$ cat config.mk
export PLATFORM = sky130hd
export DESIGN_NAME = seq_divider
export DESIGN_NICKNAME = d
export VERILOG_FILES = /design/src/rtl/seq_divider.sv
export SDC_FILE = /design/constraint.sdc
export NUM_CORES = 1
export LEC_CHECK = 0
export CELL_PAD_IN_SITES_DETAIL_PLACEMENT = 1
export CELL_PAD_IN_SITES_GLOBAL_PLACEMENT = 1
export CORE_ASPECT_RATIO = 1.5
export CORE_UTILIZATION = 39
export CTS_CLUSTER_DIAMETER = 100
export DETAILED_ROUTE_END_ITERATION = 10
export PLACE_DENSITY = 0.83
export REMOVE_ABC_BUFFERS = 1
export SLEW_MARGIN = 20
export SYNTH_ARGS = -nofsm -noshare
export SYNTH_HDL_FRONTEND = slang
export SYNTH_SLANG_ARGS = --single-unit
$ cat constraint.sdc
create_clock -name clk -period 2.9 [get_ports clk]
set_clock_uncertainty 0.1 [all_clocks]
set_input_delay 0.58 -clock clk [delete_from_list [all_inputs] [get_ports clk]]
set_output_delay 0.58 -clock clk [all_outputs]
set_load 0.1 [all_outputs]
$ cat src/rtl/seq_divider.sv
// Multi-cycle radix-2 restoring divider serving the ALU's DIV/DIVU requests.
// Returns {remainder, quotient} with a registered ready flag.
module seq_divider #(
  parameter int WIDTH = 32
) (
  input  logic               clk,
  input  logic               rst,
  input  logic               signed_div_i,
  input  logic [WIDTH-1:0]   opdata1_i,
  input  logic [WIDTH-1:0]   opdata2_i,
  input  logic               start_i,
  input  logic               annul_i,
  output logic [2*WIDTH-1:0] result_o,
  output logic               ready_o
);

  localparam int CW = $clog2(WIDTH + 1);
  localparam logic [1:0] S_IDLE    = 2'd0;
  localparam logic [1:0] S_DIVZERO = 2'd1;
  localparam logic [1:0] S_ON      = 2'd2;
  localparam logic [1:0] S_END     = 2'd3;
  localparam logic [CW-1:0] LAST   = CW'(WIDTH);

  logic [1:0]       state;
  logic [CW-1:0]    cnt;
  logic [WIDTH-1:0] dvd, dvs, rem, quo;
  logic             q_neg, r_neg;

  logic [WIDTH:0]   rem_sh;
  logic [WIDTH-1:0] diff, mag1, mag2;
  logic             ge, go, neg1, neg2;

  // Trial subtract: only the low WIDTH bits of the difference matter when it
  // is kept, because the partial remainder always stays below the divisor.
  always_comb begin
    rem_sh = {rem, dvd[WIDTH-1]};
    ge     = rem_sh >= {1'b0, dvs};
    diff   = rem_sh[WIDTH-1:0] - dvs;
    neg1   = signed_div_i & opdata1_i[WIDTH-1];
    neg2   = signed_div_i & opdata2_i[WIDTH-1];
    mag1   = neg1 ? -opdata1_i : opdata1_i;
    mag2   = neg2 ? -opdata2_i : opdata2_i;
    go     = start_i & ~annul_i;
  end

  always_ff @(posedge clk or negedge rst) begin
    if (!rst) begin
      state    <= S_IDLE;
      cnt      <= '0;
      dvd      <= '0;
      dvs      <= '0;
      rem      <= '0;
      quo      <= '0;
      q_neg    <= 1'b0;
      r_neg    <= 1'b0;
      result_o <= '0;
      ready_o  <= 1'b0;
    end else begin
      case (state)
        S_IDLE: begin
          ready_o <= 1'b0;
          if (go) begin
            dvd   <= mag1;
            dvs   <= mag2;
            rem   <= '0;
            quo   <= '0;
            cnt   <= '0;
            q_neg <= neg1 ^ neg2;
            r_neg <= neg1;
            state <= (opdata2_i == '0) ? S_DIVZERO : S_ON;
          end
        end
        // Divide-by-zero answers on the second edge, defined as all zeros.
        S_DIVZERO: begin
          if (annul_i) begin
            state <= S_IDLE;
          end else if (cnt == '0) begin
            cnt <= CW'(1);
          end else begin
            result_o <= '0;
            ready_o  <= 1'b1;
            state    <= S_END;
          end
        end
        S_ON: begin
          if (annul_i) begin
            state <= S_IDLE;
          end else if (cnt == LAST) begin
            result_o <= {(r_neg ? -rem : rem), (q_neg ? -quo : quo)};
            ready_o  <= 1'b1;
            state    <= S_END;
          end else begin
            dvd <= dvd << 1;
            cnt <= cnt + CW'(1);
            rem <= ge ? diff : rem_sh[WIDTH-1:0];
            quo <= {quo[WIDTH-2:0], ge};
          end
        end
        S_END: begin
          if (annul_i || !start_i) begin
            state   <= S_IDLE;
            ready_o <= 1'b0;
          end
        end
        default: state <= S_IDLE;
      endcase
    end
  end

endmodule

==> After elaboration in Yosys (flattened, before gate mapping) <==
Cells that the tools add are included.
{ "op_classes": {"magnitude_cmp": 1, "n_eq_ne": 14, "muxes": 41, "addsub": 6, "reduce_logical": 14, "bitwise": 5} }
{ "op_table": {"columns": ["cell", "count"], "rows": [
  ["two-way mux 32 bit", 13],
  ["two-way mux 64 bit", 4],
  ["one-hot mux 32 bit (2 select lines)", 3],
  ["negation 32 bit", 4],
  ["one-hot mux 64 bit (2 select lines)", 1],
  [">= comparator 33 x 32 -> 1 bit", 1],
  ["zero test 32 bit", 1],
  ["subtractor 32 bit", 1],
  ["two-way mux 6 bit", 5],
  ["one-hot mux 6 bit (3 select lines)", 1],
  ["inequality test 2 bit, second input constant", 8],
  ["two-way mux 2 bit", 7],
  ["AND reduction 5 bit", 2],
  ["one-hot mux 2 bit (4 select lines)", 1],
  ["AND reduction 4 bit", 2],
  ["adder 6 x 1 -> 6 bit, second input constant", 1],
  ["equality test 6 bit, second input constant", 1],
  ["zero test 6 bit", 1],
  ["inequality test 3 bit, second input constant", 2],
  ["AND reduction 6 bit", 1],
  ["two-way mux 1 bit", 5],
  ["equality test 2 bit, second input constant", 2],
  ["one-hot mux 1 bit (4 select lines)", 1],
  ["nonzero test 2 bit", 2],
  ["other kinds (9)", 11]
]} }
{ "totals": {"ff_bits": 203, "elab_cells": 91, "out_inout_bits": 65, "in_bits": 69} }

==> Depth between registers and ports, before layout <==
Gate-level depths: netlist (run 1).
{ "logic_depth": {"depth_word": 5, "ltp_mapped": 13, "ltp_nobuf": 13} }

==> Worst setup path before layout (run 1) <==
Ideal clock, no wire load.
{ "synth_path": {"path_type": "register to register", "start": "register rem[9]", "end": "register result_o[58]", "setup_slack_ns": -0.245, "synth_period_minus_slack_ns": 3.145, "stages_incl_launch_ff": 9, "t_required_ns": 2.671, "path_buffers": 0, "arrival_time_ns": 2.916, "path_cell_list": "dfrtp_1 -> or3_4 -> or4_4 -> or3_4 -> or4_4 -> or4_4 -> o31ai_4 -> xor2_1 -> o21ai_1"} }
{ "synth_via": {"elab_chain_len": 5} }
{ "synth_lines": {"columns": ["element", "line", "source"], "rows": [
  ["from (decl)", "26", "logic [WIDTH-1:0] dvd, dvs, rem, quo;"],
  ["from (signal assigned)", "95", "rem <= ge ? diff : rem_sh[WIDTH-1:0];"],
  ["negation 32 bit", "89", "result_o <= {(r_neg ? -rem : rem), (q_neg ? -quo : quo)};"],
  ["two-way mux 32 bit", "89", null],
  ["two-way mux 64 bit", "88", "end else if (cnt == LAST) begin"],
  ["two-way mux 64 bit", "86", "if (annul_i) begin"],
  ["one-hot mux 64 bit (2 select lines)", "59", "case (state)"],
  ["to (signal assigned)", "89", null],
  ["to (decl)", "13", "output logic [2*WIDTH-1:0] result_o,"]
]} }
No other way between the ends. The select of a mux whose other input is x is not followed.
A chain may end at the register's enable or synchronous reset.

==> Final worst setup path (run 1) <==
{ "layout_path": {"start": "register rem[15]", "end": "register rem[31]"} }
{ "layout_via": {"elab_chain_len": 5, "elab_cells_between_ends": 6, "classes_between": "add/sub (1); order compare (1); mux (4)"} }
{ "layout_lines": {"columns": ["element", "line"], "rows": [
  ["subtractor 32 bit or >= comparator 33 x 32 -> 1 bit (tied branches)", "38, 37"],
  ["two-way mux 32 bit (*)", "95"],
  ["two-way mux 32 bit (*)", "88"],
  ["two-way mux 32 bit (*)", "86"],
  ["one-hot mux 32 bit (2 select lines) (*)", "59"]
]} }
Every way passes the cells marked *; elsewhere a longest branch is shown, timed or not. The select of a mux whose other input is x is not followed.

==> results of run 1 <==
worst paths after layout:
kind / startpoint / slack, ps / endpoint
worst max-delay path: rem[15] / -530 / rem[31]
worst min-delay path: dvs[4] / 380 / dvs[4]
worst max register to register: rem[15] / -530 / rem[31]
worst min register to register: dvs[4] / 380 / dvs[4]
max in group asynchronous: rst / 1390 / dvs[2]
min in group asynchronous: rst / 480 / rem[21]
through the flow:
stage          cell area [µm²]  cells  setup slack [ps]
5_1_grt                  17200   2252              -613
6_report                 17200   2252              -526
2_1_floorplan            12200   1436             -5720
4_1_cts                  16800   2248              -331
3_5_place_dp             15600   2193              -739
3_3_place_gp             15600   2193              -560
worst min-delay path: cells and delay by family (launching register included):
family / cells / cell delay, ps
AND/OR/NAND/NOR: 1 / 50
AO/OA/AOI/OAI: 1 / 60
flip-flops: 1 / 340
layout make-up:
type,count,area share
Clock buffer,32,0.0366
Clock inverter,6,0.00466
Inverter,59,0.0129
Multi-Input combinational cell,1174,0.433
Sequential cell,203,0.296
Tap cell,410,0.0299
Timing Repair Buffer,368,0.187
cells in the final DEF, fill, tap and decap left out, types with 8 or more instances in the layout:
cell type,n
a21o_1,8
a21oi_1,101
buf_12,10
buf_4,276
clkbuf_16,22
clkdlybuf4s50_1,64
dfrtp_1,202
ha_1,36
inv_1,57
mux2i_1,20
nand2_1,288
nand2b_1,9
nand3_1,43
nor2_1,77
nor3_1,17
o21ai_0,163
o21ai_1,44
o31ai_1,39
o41ai_1,12
or3_1,12
or3_4,8
xnor2_1,51
xor2_1,88
sequential cells by signal, indices dropped and copies added, names as in the netlist:
name      cells
quo          32
dvs          32
state         2
dvd          32
rem          32
cnt           6
q_neg         1
result_o     64
ready_o       1
r_neg         1
where the power goes:
group,switching (W),internal [W]
clock network,0.00125,0.00160
logic,0.0106,0.00725
registers,0.000803,0.00373
total,0.0127,0.0126
layer usage:
metal / wire length (µm) / GRT usage / up-vias
met5: 0 / 0 / -
met2: 26100 / 0.531 / 378
met4: 3060 / 0.155 / 0
met3: 1680 / 0.0233 / 190
met1: 16600 / 0.273 / 6332
li1: - / - / 5891
kinds of logic after synthesis:
logic type,count (synthesis)
fa+ha+maj,43
xor+xnor,144
compound gates,435
flops,203
buf+inv,147
simple gates,529
mux,23
what timing repair did:
action | 4_1_cts | 5_1_grt
endpoints found under the hold margin | 51 | 0
pin swaps | 13 | 20
setup endpoints to repair | 54 | 100
cloned | 6 | 0
hold buffers | 1 | 0
resized for setup | 103 | 63
buffers inserted | 10 | 4
==> results by group, run 1 <==
Status
  • Status: complete, but fails checks
  • Failing checks: negative setup slack

STA
  • Final setup fails: between 40 and 50
  • RSZ-0062 raised after global routing: yes
  • Maximum clock rate: just under 300 MHz
  • Slew Limit Fails: 0
  • Final hold viol count: 0
  • PnR worst setup slack: -526 ps
  • Final TNS setup: -15500 ps
  • Minimum clock period: 3430 ps
  • Fin crit share: 1.18
  • Slew headroom: 0.532
  • Worst-Margin Slew: 697 ps
  • Final hold slack: 377 ps

Synthesis
  • Post-synth top area share: 0.406
  • Warnings, synthesis: 0
  • Compound-Gate Fraction of Synth Area: 0.201
  • Post-synth ARST share: 1.00
  • Top post-synthesis cells by area: dfrtp_1, nand2_1, o21ai_0
  • Average size of a mapped cell: 8.21 µm²
  • XOR/XNOR Fraction of Synth Area: 0.101
  • Yosys cell types: 57
  • Cell area after synthesis: about 13000 µm²
  • Post-synthesis simple-gate area fraction: 0.186
  • Post-synth EDFFs: 0
  • Post-synth top area cell: dfrtp_1
  • Synth top cells by count: nand2_1, o21ai_0, dfrtp_1
  • Mux cell area share after synthesis: 0.0186
  • #FFs+latches synth: 203
  • Most frequent cell after synthesis: nand2_1
  • Post-synthesis sequential area ratio: 0.406
  • Largest family of logic cells by synthesized area: compound AO/OA/AOI/OAI gates
  • Post-synth top flop: dfrtp_1
  • Adder-Cell Fraction of Synth Area: 0.0436
  • Syn Inst Count: ~1.5k

Floorplanning
  • Row count: 80
  • Die Y: 221 µm
  • CORE AREA: 31700 µm²
  • Initial Utilization: 0.395
  • Die width: 148 µm
  • # IOs: around 130
  • Die area: 32800 µm²

Global route
  • First-pass GRT wire length: 70900 µm
  • Grt ovf: 0
  • Largest net degree at the start of global routing: about 70
  • Initial antenna violation count: 0
  • Vias in the first global route: 13.8k
  • GRT Total Usage: 0.271

Finish
  • ANT cells: 0
  • Final nets: ~1.9k
  • Area of the multi-input gates: between 7000 and 8000 µm²
  • Final core occ: 0.541
  • FILL cells: between 3k and 4k
  • Share of cells above drive strength 1: 0.232
  • FF+latch area: 5080 µm²
  • P&R area growth vs syn: 37.2%

Setup path
  • Setup crit end kind: register
  • Worst-path cell chain: ha_1 > a21oi_1 > o21bai_1 > nor3_2 > a211oi_2 > buf_4 > o41ai_2 > buf_4 > a31oi_2 > o21a_1 > o31ai_1
  • Critical path arrival: 3750 ps
  • Cell mode on critical path: buf_4
  • CP max stage cell: dfrtp_1
  • Stages on the worst setup path: 11
  • Worst path required time: 3220 ps
  • Crit start category: register
  • Worst setup path category: register to register
  • CP peak stage delay: 430 ps
  • Worst Reg2Reg Path Length in Cells: 11
  • Crit-path max FO: 6
  • Worst path bufs/invs: 2
  • CP delay by family, top: compound AO/OA/AOI/OAI gates

Clocking
  • Clk slew on worst S/H paths: 70 ps
  • Clock sinks: a little over 200
  • CTS tree: yes
  • Num CTS Buffers: 22
  • Clock Path Buffers: 3
  • H-Tree Depth: 1
  • Root Driver: clkbuf_16
  • Clock latency on the worst-skew pair: 560 ps

Place
  • Routability cong.: 0.890
  • IO buf count: 133
  • Post-DP HPWL: 30500 µm

Drt
  • Routed Antenna Nets: 0
  • Vias per cell: 5.68
  • Average wire per standard cell: 21.1 µm
  • Detailed-route via count: 12.8k
  • Starting DRC count in detailed routing: 688
  • DRC viols: 0
  • Routed WL: ~48000 µm
  • DRT Pass-1 Iters: 5

Power and ir drop
  • Leak: 8.02 nW
  • Cell Pwr Density: ~1500 nW/µm²
  • PnR Total Power: 0.0253 W
  • Peak VDD IR: 0.000715 V

Worst hold path
  • Min-delay worst type: register to register
  • Hold depth: 2

Flow run
  • Maxcap violations: 0
(Power assumes the default switching activity.)
==> run 2: changes to the inputs <==
CTS_BUF_LIST = sky130_fd_sc_hd__clkbuf_16   (was default)
==> results by group, run 2 (same netlist as run 1, synthesis figures left out) <==
Floorplanning
  • CORE AREA: 31700 µm² (unchanged)
  • Row count: 80 (unchanged)
  • Initial Utilization: 0.395 (unchanged)
  • Die Y: 221 µm (unchanged)
  • # IOs: 134 (unchanged)
  • Die area: 32800 µm² (unchanged)
  • Die width: 148 µm (unchanged)

Clocking
  • Clock Path Buffers: 3 (unchanged)
  • Clk slew on worst S/H paths: 60 ps (about the same)
  • H-Tree Depth: 1 (unchanged)
  • Clock latency on the worst-skew pair: 560 ps (about the same)
  • CTS tree: yes
  • Num CTS Buffers: 22 (unchanged)
  • Root Driver: clkbuf_16
  • Clock sinks: 203 (unchanged)

Power and ir drop
  • PnR Total Power: 0.0243 W (-3.6%)
  • Logic pwr share: 0.702 (-0.006)
  • Cell Pwr Density: 1420 nW/µm² (-3.2%)
  • Sequential Power Share: 0.186 (+0.007)
  • Clk pwr share: 0.112 (about the same)
  • Peak VDD IR: 0.000699 V (-2.2%)
  • Switch share: 0.502 (about the same)
  • Power Internal: 0.0121 W (-3.6%)
  • Switch Pwr: 0.0122 W (-3.7%)
  • Leak: 7.97 nW (-0.58%)

STA
  • Final hold viol count: 0 (unchanged)
  • Maximum clock rate: 299 MHz (+2.4%)
  • Fin crit share: 1.15 (-0.0281)
  • RSZ-0062 raised after global routing: yes
  • Final setup fails: 44 (unchanged)
  • Worst-Margin Slew: 691 ps (-6.40 ps)
  • PnR worst setup slack: -444 ps (+81.4 ps)
  • Slew Limit Fails: 0 (unchanged)
  • Slew headroom: 0.539 (+0.00739)
  • Minimum clock period: 3340 ps (-81.4 ps)

Place
  • Routability cong.: 0.890 (unchanged)
  • IO buf count: 133 (unchanged)
  • Post-DP HPWL: 30500 µm (unchanged)
  • Post-placement cell count: 2193 (unchanged)

Global route
  • Largest net degree at the start of global routing: 69 (unchanged)
  • Vias in the first global route: 13.7k (-0.51%)
  • Initial antenna violation count: 0 (unchanged)
  • First-pass GRT wire length: 70200 µm (-1.0%)
  • Grt ovf: 0 (unchanged)
  • GRT Total Usage: 0.267 (-0.00393)

Setup path
  • Worst path required time: 3210 ps (about the same)
  • Worst-path cell chain: buf_4 > inv_1 > ha_1 > nand3b_1 > or2_4 > or3_4 > or4_4 > or4_4 > o31ai_4 > xor2_1 > o21ai_1
  • CP peak stage delay: 520 ps (+90 ps)
  • Worst path bufs/invs: 2 (unchanged)
  • Stages on the worst setup path: 11 (unchanged)
  • CP delay by family, top: simple AND/OR/NAND/NOR gates
  • Cell mode on critical path: or4_4
  • Crit start category: register
  • Worst Reg2Reg Path Length in Cells: 11 (unchanged)
  • CP max stage cell: or4_4
  • Critical path arrival: 3650 ps (-100 ps)
  • Setup crit end kind: register
  • Worst setup path category: register to register
  • Crit-path max FO: 3 (-3)

Drt
  • DRT Pass-1 Iters: 4 (-1)
  • Routed Antenna Nets: 0 (unchanged)
  • Average wire per standard cell: 20.1 µm (-4.7%)
  • DRC viols: 0 (unchanged)
  • Routed WL: 45300 µm (-4.7%)
  • Detailed-route via count: 12.6k (-1.1%)
  • Vias per cell: 5.62 (-1.1%)
  • Starting DRC count in detailed routing: 572 (-17%)

Flow run
  • Maxcap violations: 0 (unchanged)

Finish
  • FILL cells: 3721 (+0.027%)
  • ANT cells: 0 (unchanged)
  • Post-Layout Cell Count: 2252 (unchanged)
  • Commonest non-fill, non-tap cell in the layout: nand2_1
  • Flip-flop count of the largest register after layout: 64 (unchanged)
  • Most flop-heavy register: result_o
  • Most frequent cells in the layout: nand2_1, buf_4, dfrtp_1, o21ai_0, a21oi_1
  • Final nets: 1940 (unchanged)
  • P&R area growth vs syn: 36.6%
  • Share of cells above drive strength 1: 0.233 (+0.000543)

Worst hold path
  • Hold depth: 2 (unchanged)
  • Min-delay worst type: register to register

Status
  • Failing checks: negative setup slack
  • Status: complete, but fails checks
[run 2: per-layer routing]
layer / share of wire / track usage / vias up
met5: 0 / 0 / -
li1: - / - / 5896
met3: 0.029 / 0.0254 / 145
met4: 0.056 / 0.149 / 0
met1: 0.36 / 0.270 / 6321
met2: 0.55 / 0.522 / 287
[run 2: power groups by stage]
| stage | clock network, W | logic, W | registers [W] |
|---|---|---|---|
| floorplan | 0 | 0.00684 | 0.00687 |
| global placement | 0 | 0.0134 | 0.00445 |
| detailed placement | 0 | 0.0139 | 0.00451 |
| CTS | 0.00275 | 0.0156 | 0.00448 |
| global route | 0.00284 | 0.0182 | 0.00462 |
| finish | 0.00272 | 0.0171 | 0.00454 |
[run 2: worst min-delay path: stages (launching register included)]
cell and delay (ps):
dfrtp_1 340, nand2_1 50, o21ai_0 60
[run 2: per-stage QoR]
step,cell area (µm²),setup slack [ps],utilization,TNS [ps],hold slack [ps]
final,17100,-444,0.539,-10270,379
after global routing,17100,-498,0.539,-13710,399
after CTS,16700,-331,0.527,-9890,385
after detailed placement,15600,-739,0.491,-22010,370
after global placement,15600,-560,0.491,-15930,361
after floorplan,12200,-5720,-,-453330,184
[run 2: path summary, 6_finish.rpt]
| check | startpoint | endpoint | slack [ps] |
|---|---|---|---|
| worst max-delay path | rem[0] | result_o[58] | -440 |
| worst min-delay path | result_o[23] | result_o[23] | 380 |
| worst max register to register | rem[0] | result_o[58] | -440 |
| worst min register to register | result_o[23] | result_o[23] | 380 |
| max in group asynchronous | rst | dvs[2] | 1400 |
| min in group asynchronous | rst | rem[20] | 490 |
[run 2: what timing repair did]
| item | CTS | global route |
|---|---|---|
| gates cloned | 3 | 3 |
| hold buffers | 1 | 0 |
| setup buffers | 13 | 3 |
| setup endpoints to repair | 54 | 104 |
| pin swaps | 17 | 30 |
| resized for setup | 88 | 78 |
| hold endpoints to repair | 51 | 0 |
[run 2: final cells by class]
type | count | area (µm²) | area share
clock buffer | 22 | 551 | 0.0322
tap | 410 | 513 | 0.0300
timing repair buffer | 368 | 3160 | 0.185
inverter | 59 | 221 | 0.0130
multi-input combinational | 1174 | 7450 | 0.436
clock inverter | 16 | 118 | 0.00688
sequential | 203 | 5080 | 0.297
==> run 3: changes to the inputs <==
CELL_PAD_IN_SITES_DETAIL_PLACEMENT = default   (was 1)
CELL_PAD_IN_SITES_GLOBAL_PLACEMENT = default   (was 1)
CORE_UTILIZATION = 50   (was 39)
GPL_TIMING_DRIVEN = 0   (was default)
PLACE_DENSITY = 0.81   (was 0.83)
SLEW_MARGIN = 30   (was 20)
==> results by group, run 3 (same netlist as run 1, synthesis figures left out) <==
Power and ir drop
  • Peak VDD IR: 0.000737 V (+5.4%)
  • Clk pwr share: 0.119 (+0.007)
  • Switch Pwr: 0.0107 W (-13%)
  • Switch share: 0.492 (-0.00968)
  • Leak: 6.98 nW (-12%)
  • Cell Pwr Density: 1360 nW/µm² (-4.3%)
  • Sequential Power Share: 0.216 (+0.030)
  • PnR Total Power: 0.0216 W (-11%)
  • Power Internal: 0.0110 W (-9.3%)
  • Logic pwr share: 0.665 (-0.037)

Finish
  • ANT cells: 0 (unchanged)
  • Commonest non-fill, non-tap cell in the layout: nand2_1
  • Most frequent cells in the layout: nand2_1, dfrtp_1, o21ai_0, clkdlybuf4s50_1, a21oi_1
  • Area of the multi-input gates: 7610 µm² (+2.0%)
  • P&R area growth vs syn: 27.0%
  • FILL cells: 1992 (-46%)
  • Flip-flop count of the largest register after layout: 64 (unchanged)
  • Most flop-heavy register: result_o
  • Share of cells above drive strength 1: 0.120 (-0.113)
  • FF+latch area: 5090 µm² (+0.12%)
  • Final nets: 1747 (-9.9%)

Setup path
  • CP peak stage delay: 440 ps (-80 ps)
  • Critical path arrival: 3560 ps (-90 ps)
  • Crit start category: register
  • Setup crit end kind: register
  • Worst setup path category: register to register
  • Crit-path max FO: 7 (+4)
  • Worst path required time: 3170 ps (-40 ps)
  • CP max stage cell: dfrtp_2
  • Worst-path cell chain: buf_6 > ha_4 > nor2b_4 > o31a_1 > o311a_1 > or3_4 > o211ai_1 > nand3_4 > buf_12 > buf_16 > mux2i_1 > o21ai_1

Drt
  • DRT Pass-1 Iters: 5 (+1)
  • Detailed-route via count: 11.4k (-9.9%)
  • Routed WL: 32000 µm (-29%)
  • Average wire per standard cell: 16.2 µm (-19%)
  • Starting DRC count in detailed routing: 677 (+18%)
  • DRC viols: 0 (unchanged)
  • Routed Antenna Nets: 0 (unchanged)
  • Vias per cell: 5.78 (+2.9%)

Worst hold path
  • Min-delay worst type: register to register

Place
  • Post-DP HPWL: 21700 µm (-29%)
  • IO buf count: 133 (unchanged)
  • Place WS: -837 ps (-97.7 ps)
  • Routability cong.: 0.894 (+0.47%)

Status
  • Status: complete, but fails checks
  • Failing checks: negative setup slack

Floorplanning
  • Initial Utilization: 0.510 (+0.116)
  • Die width: 131 µm (-12%)
  • Die Y: 196 µm (-12%)
  • # IOs: 134 (unchanged)
  • Die area: 25700 µm² (-22%)
  • Row count: 70 (-13%)
  • CORE AREA: 24500 µm² (-23%)

Clocking
  • H-Tree Depth: 1 (unchanged)
  • CTS tree: yes
  • Clock latency on the worst-skew pair: 500 ps (-60 ps)
  • Clock Path Buffers: 3 (unchanged)
  • Clock sinks: 203 (unchanged)
  • Num CTS Buffers: 20 (-9.1%)
  • Clk slew on worst S/H paths: 60 ps (about the same)
  • Root Driver: clkbuf_16

Global route
  • GRT Total Usage: 0.242 (-0.0255)
  • Vias in the first global route: 10.9k (-21%)
  • First-pass GRT wire length: 51500 µm (-27%)
  • Grt ovf: 0 (unchanged)
  • Initial antenna violation count: 0 (unchanged)
  • Largest net degree at the start of global routing: 89 (+29%)

STA
  • Fin crit share: 1.13 (-0.0191)
  • Worst-Margin Slew: 1030 ps (+340 ps)
  • PnR worst setup slack: -389 ps (+55.4 ps)
  • Final setup fails: 43 (-2.3%)
  • Maximum clock rate: 304 MHz (+1.7%)
  • RSZ-0062 raised after global routing: yes
  • Slew headroom: 0.310 (-0.229)
  • Minimum clock period: 3290 ps (-55.4 ps)
  • Final hold viol count: 0 (unchanged)
  • Final TNS setup: -10990 ps (-723 ps)
  • Slew Limit Fails: 0 (unchanged)

Flow run
  • Maxcap violations: 0 (unchanged)
run 3: layout make-up:
type | instances | area share
timing repair buffer | 177 | 0.121
inverter | 59 | 0.0143
tap | 324 | 0.0255
clock inverter | 13 | 0.00708
multi-input combinational | 1174 | 0.478
clock buffer | 21 | 0.0331
sequential | 203 | 0.320
run 3: what timing repair did:
action,4_1_cts,5_1_grt
setup buffers,20,7
cloned,3,0
hold buffers,1,0
pin swaps,27,33
gates resized for setup,132,67
endpoints found under the hold margin,27,0
endpoints found under the setup margin,101,106
run 3: path summary, 6_finish.rpt:
check                             start           end  slack (ps)  cells past startpoint
max in group asynchronous           rst        rem[9]        1550                      3
hold / removal             result_o[23]  result_o[23]         370                      2
setup reg to reg                 rem[0]        rem[4]        -390                     12
setup / recovery                 rem[0]        rem[4]        -390                     12
min in group asynchronous           rst       dvs[28]         440                      2
hold reg to reg            result_o[23]  result_o[23]         370                      2
run 3: power groups by stage:
| stage | registers [W] | logic [W] | clock network (W) |
|---|---|---|---|
| after floorplan | 0.00687 | 0.00684 | 0 |
| after CTS | 0.00461 | 0.0131 | 0.00262 |
| after detailed placement | 0.00466 | 0.0112 | 0 |
| after global placement | 0.00480 | 0.0117 | 0 |
| after global routing | 0.00480 | 0.0155 | 0.00272 |
| final | 0.00467 | 0.0144 | 0.00258 |
run 3: worst max-delay path, delay by kind of cell (launching register included):
kind	cells	cell delay, ps
muxes	1	220
AOI/OAI and AO/OA	4	1060
adders and majority gates	1	210
DFF	1	440
and+or+nand+nor	3	660
buffers and inverters	3	470
run 3: stage by stage:
step	std cells	hold slack [ps]	utilization	instance area (µm²)
CTS	1964	380	0.633	15500
detailed placement	1907	358	0.579	14200
global route	1971	396	0.648	15900
floorplan	1436	184	-	12200
global placement	1893	359	0.568	13900
finish	1971	375	0.648	15900
run 3: routing by layer:
| layer | vias to the layer above | track usage | wire (µm) |
|---|---|---|---|
| li1 | 5530 | - | - |
| met1 | 5425 | 0.271 | 12300 |
| met2 | 359 | 0.445 | 16900 |
| met3 | 80 | 0.0318 | 1500 |
| met4 | 0 | 0.124 | 1310 |
| met5 | - | 0 | 0 |
